### src/rtl/cpu_clk_ctrl.sv
// -----------------------------------------------------------------------------
// cpu_clk_ctrl
//
// CPU clock-enable controller placed after the frequency divider chain. The
// divided clock is sampled in the fast clk domain and each rising edge becomes
// a single-cycle cpu_tick enable. Supports run / pause / single-step modes
// (step from a debounced push button) and stops while the CPU reports halt.
//
// Parameters
//   DEBOUNCE_CYCLES : consecutive stable cycles before the button level changes
//   CNT_W           : width of tick_count (wraps silently)
//
// Ports
//   clk          in   system clock, all logic on posedge
//   rst          in   synchronous active-high reset
//   slow_clk_in  in   divided clock, asynchronous to clk
//   btn_step     in   raw single-step push button, active-high, bouncy
//   sw_run       in   run switch (1 = run, 0 = pause), asynchronous
//   halt         in   CPU halt flag, already synchronous to clk
//   cpu_tick     out  registered 1-cycle clock enable for the CPU datapath
//   running      out  registered, high while in RUN
//   halted       out  registered, high while in HALTED
//   tick_count   out  number of cpu_tick pulses issued (wraps)
// -----------------------------------------------------------------------------
module cpu_clk_ctrl #(
    parameter int DEBOUNCE_CYCLES = 1000,
    parameter int CNT_W           = 16
) (
    input  logic             clk,
    input  logic             rst,
    input  logic             slow_clk_in,
    input  logic             btn_step,
    input  logic             sw_run,
    input  logic             halt,
    output logic             cpu_tick,
    output logic             running,
    output logic             halted,
    output logic [CNT_W-1:0] tick_count
);

    localparam int DB_W = (DEBOUNCE_CYCLES > 1) ? $clog2(DEBOUNCE_CYCLES) : 1;
    localparam logic [DB_W-1:0] DB_LAST = DB_W'(DEBOUNCE_CYCLES - 1);

    typedef enum logic [1:0] {
        IDLE   = 2'd0,
        RUN    = 2'd1,
        STEP   = 2'd2,
        HALTED = 2'd3
    } state_t;

    // Synchronisers: s1/s2 form the 2-FF synchroniser, slow_s3 holds the
    // previous synchronised level for edge detection.
    logic slow_s1, slow_s2, slow_s3;
    logic btn_s1, btn_s2;
    logic run_s1, run_s2;

    logic            btn_db;
    logic            btn_db_q;
    logic [DB_W-1:0] db_cnt;

    logic   slow_tick;
    logic   step_req;
    state_t state;
    state_t state_nx;
    logic   tick_nx;

    // NOTE: sequential state uses non-blocking assignments so every register
    // samples the pre-edge values of the others, independent of block order.
    always_ff @(posedge clk) begin
        if (rst) begin
            slow_s1 <= 1'b0;
            slow_s2 <= 1'b0;
            slow_s3 <= 1'b0;
            btn_s1  <= 1'b0;
            btn_s2  <= 1'b0;
            run_s1  <= 1'b0;
            run_s2  <= 1'b0;
        end else begin
            slow_s1 <= slow_clk_in;
            slow_s2 <= slow_s1;
            slow_s3 <= slow_s2;
            btn_s1  <= btn_step;
            btn_s2  <= btn_s1;
            run_s1  <= sw_run;
            run_s2  <= run_s1;
        end
    end

    assign slow_tick = slow_s2 & ~slow_s3;

    // Debounce: the accepted level follows the synchronised button only after
    // it has disagreed for DEBOUNCE_CYCLES consecutive cycles; any agreement
    // restarts the count, so a bounce shorter than that is discarded.
    always_ff @(posedge clk) begin
        if (rst) begin
            btn_db   <= 1'b0;
            btn_db_q <= 1'b0;
            db_cnt   <= '0;
        end else begin
            btn_db_q <= btn_db;
            if (btn_s2 == btn_db) begin
                db_cnt <= '0;
            end else if (db_cnt == DB_LAST) begin
                btn_db <= btn_s2;
                db_cnt <= '0;
            end else begin
                db_cnt <= db_cnt + DB_W'(1);
            end
        end
    end

    // Press only; releasing the button never requests a step.
    assign step_req = btn_db & ~btn_db_q;

    // NOTE: every signal driven here gets a default first, so no path through
    // the case statement can leave one unassigned and infer a latch.
    always_comb begin
        state_nx = state;
        tick_nx  = 1'b0;
        case (state)
            IDLE: begin
                if (halt)          state_nx = HALTED;
                else if (run_s2)   state_nx = RUN;
                else if (step_req) state_nx = STEP;
            end
            RUN: begin
                // Leaving RUN suppresses a coincident tick.
                if (halt)         state_nx = HALTED;
                else if (!run_s2) state_nx = IDLE;
                else              tick_nx  = slow_tick;
            end
            STEP: begin
                // Further presses are not queued; the run switch is only
                // looked at again once back in IDLE.
                if (halt) begin
                    state_nx = HALTED;
                end else if (slow_tick) begin
                    tick_nx  = 1'b1;
                    state_nx = IDLE;
                end
            end
            HALTED: begin
                // Never resume straight into RUN: the switch must be off.
                if (!halt && !run_s2) state_nx = IDLE;
            end
            default: state_nx = IDLE;
        endcase
    end

    // Status flags are registered from the next state so they line up with
    // the state register rather than lagging it by a cycle.
    always_ff @(posedge clk) begin
        if (rst) begin
            state      <= IDLE;
            cpu_tick   <= 1'b0;
            running    <= 1'b0;
            halted     <= 1'b0;
            tick_count <= '0;
        end else begin
            state    <= state_nx;
            cpu_tick <= tick_nx;
            running  <= (state_nx == RUN);
            halted   <= (state_nx == HALTED);
            if (tick_nx) tick_count <= tick_count + CNT_W'(1);
        end
    end

endmodule
### config.mk
export PLATFORM = sky130hd
export DESIGN_NAME = cpu_clk_ctrl
export DESIGN_NICKNAME = d
export VERILOG_FILES = /design/src/rtl/cpu_clk_ctrl.sv
export SDC_FILE = /design/constraint.sdc
export NUM_CORES = 1
export LEC_CHECK = 0
export CORE_ASPECT_RATIO = 0.75
export CORE_MARGIN = 1.5
export CORE_UTILIZATION = 48
export DETAILED_ROUTE_END_ITERATION = 8
export PLACE_DENSITY = 0.82
export RECOVER_POWER = 25
export SLEW_MARGIN = 10
export SYNTH_ARGS = -nofsm -noshare
export SYNTH_HDL_FRONTEND = slang
export SYNTH_SLANG_ARGS = --single-unit
export TNS_END_PERCENT = 10
### constraint.sdc
create_clock -name clk -period 2.5 [get_ports clk]
set_input_delay 0.375 -clock clk [delete_from_list [all_inputs] [get_ports clk]]
set_output_delay 0.375 -clock clk [all_outputs]
set_load 0.03 [all_outputs]
==> impl_metrics.yaml, run 1 <==
logic_synthesis:
  async_reset_ff_share_pct: 0
  synth.area.top_cells: "dfxtp_1 (47%), xnor2_1 (6.1%), nor2_1 (5.0%), ha_1 (4.4%), nor2b_1 (3.3%)"
  syn_nets: 201
  ys_ff_latch: 40
  syn_inst: 189
  synthDistinctLibCells: 35
  ys_seq_area_share_pct: 46.8
  synth_area_leader_cell: "dfxtp_1"
  synth_edf_count: 0
  synth_ff_type: "dfxtp_1"
  syn_avg_cell_area_um2: 9.06
  yosysWarnings: 0
  synth_top_area_share_pct: 46.8
  synth_area_mm2: 0.00171
worst_setup_path:
  cpMaxStageDelayCell: "or4_1"
  r2r-start: "state[1]"
  critical_path_class: "reg2reg"
  startpoint: "state[1]"
  crit_buf_inv: 2
  r2r_cells: 7
  path_cells: "inv_1, ha_1, nand4bb_4, clkbuf_1, or4_1, or3_1, a21oi_1"
  cp_max_fo: 9
  cp-end-kind: "flip-flop"
  rrSetupSlack_ps: 150
  arrival_ps: 2570
  crit_path_start_kind: "flip-flop"
  r2r-end: "tick_count[12]"
  critPathMaxStageDelay_ps: 640
  cp.required_ps: 2720
  crit_family: "simple AND/OR/NAND/NOR gates"
power_and_ir_drop:
  leakage_uw: 0.000734
  pwr-share-comb_pct: 11.4
  sw_frac_of_total_pct: 23.7
  power.internal_uw: 1050
  pwr-share-clk_pct: 40.3
  powerDensity_mw_per_mm2: 643
  power.switching_uw: 326
  peakVddDrop_uv: 379
  power_frac_seq_pct: 48.3
floorplanning:
  core_mm2: 0.00336
  chipHeight_um: 54.7
  die_x_um: 72.0
  initial_utilization_pct: 51.0
  io-pin-count: 25
  die_area_mm2: 0.00394
  num_rows: 18
routing:
  drt_iter0_markers: 75
  first_pass_iters: 4
  antenna_left: 0
  wirelength_um: 3450
  vias: 1410
  viasPerCell: 5.36
  post_drt_wl_per_cell_um: 13.1
  drc_errors: 0
sta:
  rsz0062_at_grt: "no"
  post-route-min-period_ps: 2350
  holdWs_ps: 440
  worstMarginPinSlew_ps: 685
  setup_violations: 0
  fmax_ghz: 0.426
  setup-tns-final_ps: 0
  drv_slew: 0
  fin_crit_sh_pct: 94.0
  slew_headroom_pct: 54.3
  fin_skew_ps: 10.8
  hold_viol_final: 0
global_routing:
  grt_pass1_vias: 1278
  antenna_found_initial: 0
  grt_pass1_wl_um: 5620
  grt_overflow_total: 0
  grt_use_total_pct: 19.2
  grt_max_degree: 17
cts:
  clockRootBuffer: "clkbuf_8"
  cts_tree: "yes"
  htree_num_levels: 2
  post_cts_resized: 0
  path_clk_slew_ps: 80
  cts.sink_count: 40
  cts_setup_buffers: 0
  clk_latency_ps: 300
  cts_hold_buf: 0
  numCtsBuffers: 5
  cts_buffer_depth: 2
layout:
  seq_area_um2: 801
  fill_cells: 277
  area_growth_pct: 25.1
  design_area_mm2: 0.00214
  drive_gt1_share_pct: 7.17
  finalNetCount: 234
  multiInputGateArea_um2: 857
  diodes: 0
status:
  status: "finished, final reports clean"
placement:
  routabilityCongestion: 0.818
  port_buffers: 24
  place_hpwl_um: 2450
  dpl-instance-area_mm2: 0.00203
worst_hold_path:
  hold_depth: 1
  hold_path_class: "reg2reg"
  hold_start: "btn_s1"
  hold_end: "btn_s2"
flow_run:
  maxCapViolCount: 0
==> cells in the final DEF, fill, tap and decap left out, types with 5 or more instances in the layout <==
cell type,netlist,layout
dfxtp_1,40,40
nor2_1,23,23
clkdlybuf4s50_1,0,21
xnor2_1,12,12
a21oi_1,11,11
nand2_1,11,11
o21ai_0,10,10
nor2b_1,9,9
nand3_1,7,7
nor3_1,7,7
or3_1,7,7
inv_1,6,6
ha_1,6,6
clkbuf_8,0,6
or4_1,5,5
buf_4,0,5
==> worst reg2reg max path: stages, from the launching register on <==
cell and delay, ps:
dfxtp_1 390, inv_1 90, ha_1 320, nand4bb_4 130, clkbuf_1 210, or4_1 640
or3_1 350, a21oi_1 140
==> registers in the layout, summed over array words and instances, names as in the netlist <==
signal and flops:
btn_db 1, btn_db_q 1, btn_s1 1, btn_s2 1, cpu_tick 1, db_cnt 10
halted 1, run_s1 1, run_s2 1, running 1, slow_s1 1, slow_s2 1
slow_s3 1, state 2, tick_count 16
==> logic make-up (layout without fill, tap and decap cells) <==
| logic type | Yosys count | after routing | share of synthesized area (%) |
|---|---|---|---|
| buffers and inverters | 12 | 46 | 3.14 |
| multiplexers | 1 | 1 | 0.585 |
| AO/OA/AOI/OAI | 30 | 30 | 10.2 |
| XOR/XNOR | 15 | 15 | 7.68 |
| flip-flops | 40 | 40 | 46.8 |
| AND/OR/NAND/NOR | 85 | 85 | 27.2 |
| adder cells (fa/ha/maj) | 6 | 6 | 4.39 |
==> worst max-delay path by stage <==
| stage | slack (ps) | endpoint | cells past startpoint |
|---|---|---|---|
| 2_1_floorplan | 160 | tick_count[15] | 8 |
| 3_3_place_gp | 150 | tick_count[13] | 6 |
| 3_5_place_dp | 110 | tick_count[9] | 6 |
| 4_1_cts | 220 | tick_count[12] | 7 |
| 5_1_grt | 60 | tick_count[14] | 7 |
| 6_report | 150 | tick_count[12] | 7 |
==> per-stage QoR <==
step	util, %	power (uW)	std cells	setup slack [ps]
6_report	63.8	1380	263	151
5_1_grt	63.8	1420	263	55.3
2_1_floorplan	-	783	189	158
3_5_place_dp	60.5	839	255	114
4_1_cts	64.1	1390	263	219
3_3_place_gp	60.5	834	255	152
==> synth_stat cells, drive strengths merged (5+ instances only) <==
cell type	count
nand3	7
xnor2	12
nor2b	9
nor3	7
or3	7
a21oi	11
dfxtp	40
ha	6
o21ai	10
inv	6
or4	5
nand2	11
nor2	23
==> layout make-up <==
class / instances / area share, %
tap: 40 / 2.34
clock inverter: 2 / 1.81
timing repair buffer: 32 / 13.5
sequential: 40 / 37.4
clock buffer: 6 / 3.86
inverter: 6 / 1.05
multi-input combinational: 137 / 40.0
==> per-layer routing <==
layer | vias to the layer above | track usage, % | wire, um
li1 | 722 | - | -
met1 | 652 | 25.0 | 1790
met2 | 34 | 29.9 | 1430
met3 | 2 | 5.89 | 217
met4 | 0 | 8.18 | 14
met5 | - | 0 | 0
==> power groups by stage <==
stage | registers [uW] | logic, uW | clock network [uW]
after floorplan | 695 | 87.3 | 0
after global routing | 666 | 172 | 586
final | 665 | 156 | 554
after CTS | 665 | 159 | 564
after detailed placement | 680 | 159 | 0
after global placement | 679 | 155 | 0
(Power assumes the default switching activity.)
==> run 2: changes to the inputs <==
Settings changed: CORE_UTILIZATION 48 to 35, PLACE_DENSITY 0.82 to 0.65.
==> impl_metrics.yaml, run 2 (synthesis gave the netlist of run 1 again) <==
status:
  status: "finished, final reports clean"
routing:
  wirelength_um: 3310
  vias: 1424
  viasPerCell: 5.09
  first_pass_iters: 6
  drt_iter0_markers: 43
  antenna_left: 0
  drc_errors: 0
  post_drt_wl_per_cell_um: 11.8
power_and_ir_drop:
  powerDensity_mw_per_mm2: 596
  power_uw: 1270
  peakVddDrop_uv: 272
  power.switching_uw: 327
  leakage_uw: 0.000722
  sw_frac_of_total_pct: 25.7
  power_frac_seq_pct: 52.3
  pwr-share-comb_pct: 12.2
  power.internal_uw: 947
  pwr-share-clk_pct: 35.6
worst_setup_path:
  critical_path_class: "reg2reg"
  critPathMaxStageDelay_ps: 650
  worstSetupPathDepth: 7
  cp-end-kind: "flip-flop"
  arrival_ps: 2550
  crit_family: "simple AND/OR/NAND/NOR gates"
  r2r_cells: 7
  crit_buf_inv: 2
  cpMaxStageDelayCell: "or4_1"
  path_cells: "inv_1, ha_1, nand4bb_4, or4_1, buf_4, or3_1, a21oi_1"
  cp_max_fo: 7
  rrSetupSlack_ps: 180
  cp.required_ps: 2720
  crit_path_start_kind: "flip-flop"
layout:
  reg.largest.list: "tick_count (16), db_cnt (10), state (2)"
  multiInputGateArea_um2: 857
  finalNetCount: 234
  layout_commonest_cell: "dfxtp_1"
  largest_reg_flops: 16
  seq_area_um2: 801
  largest-register: "tick_count"
  drive_gt1_share_pct: 7.17
  fill_cells: 451
  area_growth_pct: 24.9
  final_cell_mix: "dfxtp_1 (40), nor2_1 (23), clkdlybuf4s50_1 (21), xnor2_1 (12)"
  diodes: 0
placement:
  place_hpwl_um: 2380
  routabilityCongestion: 0.851
  dpl_worst_slack_ps: 54.8
  port_buffers: 24
flow_run:
  maxCapViolCount: 0
sta:
  setup-tns-final_ps: 0
  setup_violations: 0
  fmax_ghz: 0.430
  rsz0062_at_grt: "no"
  drv_slew: 0
  layout_setup_ws_ps: 175
  slew_headroom_pct: 63.1
  holdWs_ps: 439
  worstMarginPinSlew_ps: 553
  hold_viol_final: 0
  post-route-min-period_ps: 2320
  fin_skew_ps: 6.04
  fin_crit_sh_pct: 93.0
floorplanning:
  num_rows: 21
  initial_utilization_pct: 37.4
  chipHeight_um: 63.6
  core_mm2: 0.00457
  die_area_mm2: 0.00532
  die_x_um: 83.8
  io-pin-count: 25
worst_hold_path:
  hold_depth: 1
  hold_path_class: "reg2reg"
cts:
  cts_hold_buf: 0
  post_cts_resized: 0
  htree_num_levels: 2
  clockRootBuffer: "clkbuf_8"
  clk_latency_ps: 300
  numCtsBuffers: 5
  cts_tree: "yes"
  path_clk_slew_ps: 80
  cts_buffer_depth: 2
  cts.sink_count: 40
  cts_setup_buffers: 0
global_routing:
  grt_use_total_pct: 13.3
  grt_pass1_wl_um: 5510
  antenna_found_initial: 0
  grt_pass1_vias: 1170
  grt_max_degree: 14
  grt_overflow_total: 0
run 2: power groups by stage:
| stage | clock network (uW) | registers, uW | logic [uW] |
|---|---|---|---|
| after floorplan | 0 | 695 | 87.3 |
| after global placement | 0 | 681 | 155 |
| after detailed placement | 0 | 682 | 157 |
| after CTS | 473 | 667 | 157 |
| after global routing | 498 | 668 | 173 |
| final | 453 | 666 | 155 |
run 2: final timing paths:
kind | end | startpoint
max | tick_count[13] | state[1]
min reg2reg | btn_s2 | btn_s1
max reg2reg | tick_count[13] | state[1]
min | btn_s2 | btn_s1
run 2: final cells by class:
class	instances	share of cell area (%)
repair buffers	32	13.7
flip-flops and latches	40	37.4
inverters	6	1.05
well taps	57	3.34
clock inverters	1	0.351
multi-input cells	137	40.1
clock buffers	7	4.04
run 2: through the flow:
step	instances	util [%]	area, um^2
4_1_cts	280	46.9	2150
3_3_place_gp	272	44.9	2050
6_report	280	46.8	2140
3_5_place_dp	272	44.9	2050
2_1_floorplan	189	-	1710
5_1_grt	280	46.8	2140
run 2: layer usage:
layer  track usage [%]  vias to the layer above  routed length [um]  part of all wire (%)
met5                 0                        -                   0                     0
met4              6.76                        0                  66                   2.0
met3              4.59                        8                 192                   5.8
met2              16.0                       38                1230                    37
met1              20.2                      648                1820                    55
li1                  -                      730                   -                     -
==> run 3: changes to the inputs <==
Settings changed: CORE_UTILIZATION 35 to 45, PLACE_DENSITY 0.65 to 0.78.
==> impl_metrics.yaml, run 3 (synthesis gave the netlist of run 1 again) <==
placement:
  port_buffers: 24
  place_hpwl_um: 2300
  routabilityCongestion: 0.806
routing:
  post_drt_wl_per_cell_um: 11.9
  viasPerCell: 5.01
  antenna_left: 0
  vias: 1367
  wirelength_um: 3250
  drc_errors: 0
  first_pass_iters: 4
  drt_iter0_markers: 37
floorplanning:
  chipHeight_um: 56.4
  io-pin-count: 25
  core_mm2: 0.00366
  num_rows: 19
  die_area_mm2: 0.00419
  initial_utilization_pct: 46.8
  die_x_um: 74.2
worst_setup_path:
  cp-end-kind: "flip-flop"
  critical_path_class: "reg2reg"
  r2r-end: "tick_count[15]"
  arrival_ps: 2560
  cp.required_ps: 2720
  crit_path_start_kind: "flip-flop"
  cp_max_fo: 10
  r2r_cells: 6
  rrSetupSlack_ps: 150
  r2r-start: "state[1]"
cts:
  post_cts_resized: 0
  cts.sink_count: 40
  cts_tree: "yes"
  clockRootBuffer: "clkbuf_8"
  clk_latency_ps: 290
  cts_buffer_depth: 2
  htree_num_levels: 2
  numCtsBuffers: 5
  cts_setup_buffers: 0
  cts_hold_buf: 0
  path_clk_slew_ps: 80
layout:
  drive_gt1_share_pct: 7.24
  final_cell_mix: "dfxtp_1 (40), nor2_1 (23), clkdlybuf4s50_1 (22), xnor2_1 (12)"
  largest_reg_flops: 16
  layout_commonest_cell: "dfxtp_1"
  diodes: 0
  reg.largest.list: "tick_count (16), db_cnt (10), state (2)"
  largest-register: "tick_count"
  fill_cells: 358
  finalNetCount: 232
  area_growth_pct: 25.8
  final_core_utilization_pct: 58.8
global_routing:
  grt_overflow_total: 0
  grt_use_total_pct: 17.1
  grt_max_degree: 19
  grt_pass1_wl_um: 5490
  grt_pass1_vias: 1219
  antenna_found_initial: 0
sta:
  worstMarginPinSlew_ps: 754
  setup-tns-final_ps: 0
  slew_headroom_pct: 49.7
  fmax_ghz: 0.426
  drv_slew: 0
  fin_crit_sh_pct: 93.8
  fin_skew_ps: 4.86
  post-route-min-period_ps: 2350
  hold_viol_final: 0
  rsz0062_at_grt: "no"
  setup_violations: 0
power_and_ir_drop:
  peakVddDrop_uv: 380
  leakage_uw: 0.000734
  powerDensity_mw_per_mm2: 648
  power_uw: 1400
worst_hold_path:
  hold_end: "btn_s2"
  hold_start: "btn_s1"
  hold_depth: 1
  hold_path_class: "reg2reg"
flow_run:
  maxCapViolCount: 0
status:
  status: "finished, final reports clean"
-- run 3: cell types whose count changed in the layout (fill, tap and decap cells not counted), sizes merged --
cell / change
buf: -1
bufinv: +1
clkbuf: -1
clkdlybuf4s50: +1
clkinvlp: -1
dlygate4sd3: -1
-- run 3: metal layers --
metal | share of wire, % | up-vias | track usage (%)
li1 | - | 718 | -
met1 | 55 | 620 | 25.6
met2 | 39 | 24 | 22.2
met3 | 4.6 | 5 | 5.92
met4 | 1.2 | 0 | 6.23
met5 | 0 | - | 0
-- run 3: power by group --
group | total [uW] | internal (uW) | switching, uW
Sequential | 664 | 655 | 8.83
Clock | 578 | 352 | 225
Combinational | 154 | 67.7 | 86.6
-- run 3: worst max-delay path, stage by stage (launching register included) --
cell and delay (ps):
dfxtp_1 380, inv_1 90, ha_1 310, nand4bb_4 120, or4_1 700, or4_1 520, a21oi_1 150
-- run 3: stage by stage --
step / hold WS, ps / setup WS [ps] / std cells / instance area, um^2
after floorplan: 414 / 158 / 189 / 1710
after global routing: 464 / 37.7 / 273 / 2150
after detailed placement: 432 / 24.2 / 265 / 2030
after global placement: 423 / 61.3 / 265 / 2030
after CTS: 451 / 137 / 273 / 2160
final: 454 / 154 / 273 / 2150
-- run 3: area by class of cell --
| cell class | count | area [um^2] | share of cell area, % |
|---|---|---|---|
| flip-flops and latches | 40 | 801 | 37.2 |
| well taps | 52 | 65.1 | 3.02 |
| clock inverters | 1 | 30.0 | 1.39 |
| inverters | 6 | 22.5 | 1.05 |
| repair buffers | 30 | 282 | 13.1 |
| multi-input cells | 137 | 857 | 39.8 |
| clock buffers | 7 | 96.3 | 4.47 |
-- run 3: how the worst max path moves through the flow --
stage                   from              to
floorplan           state[0]  tick_count[15]
global placement        halt  tick_count[15]
detailed placement      halt  tick_count[15]
CTS                 state[1]  tick_count[15]
global route        state[1]  tick_count[15]
finish              state[1]  tick_count[15]
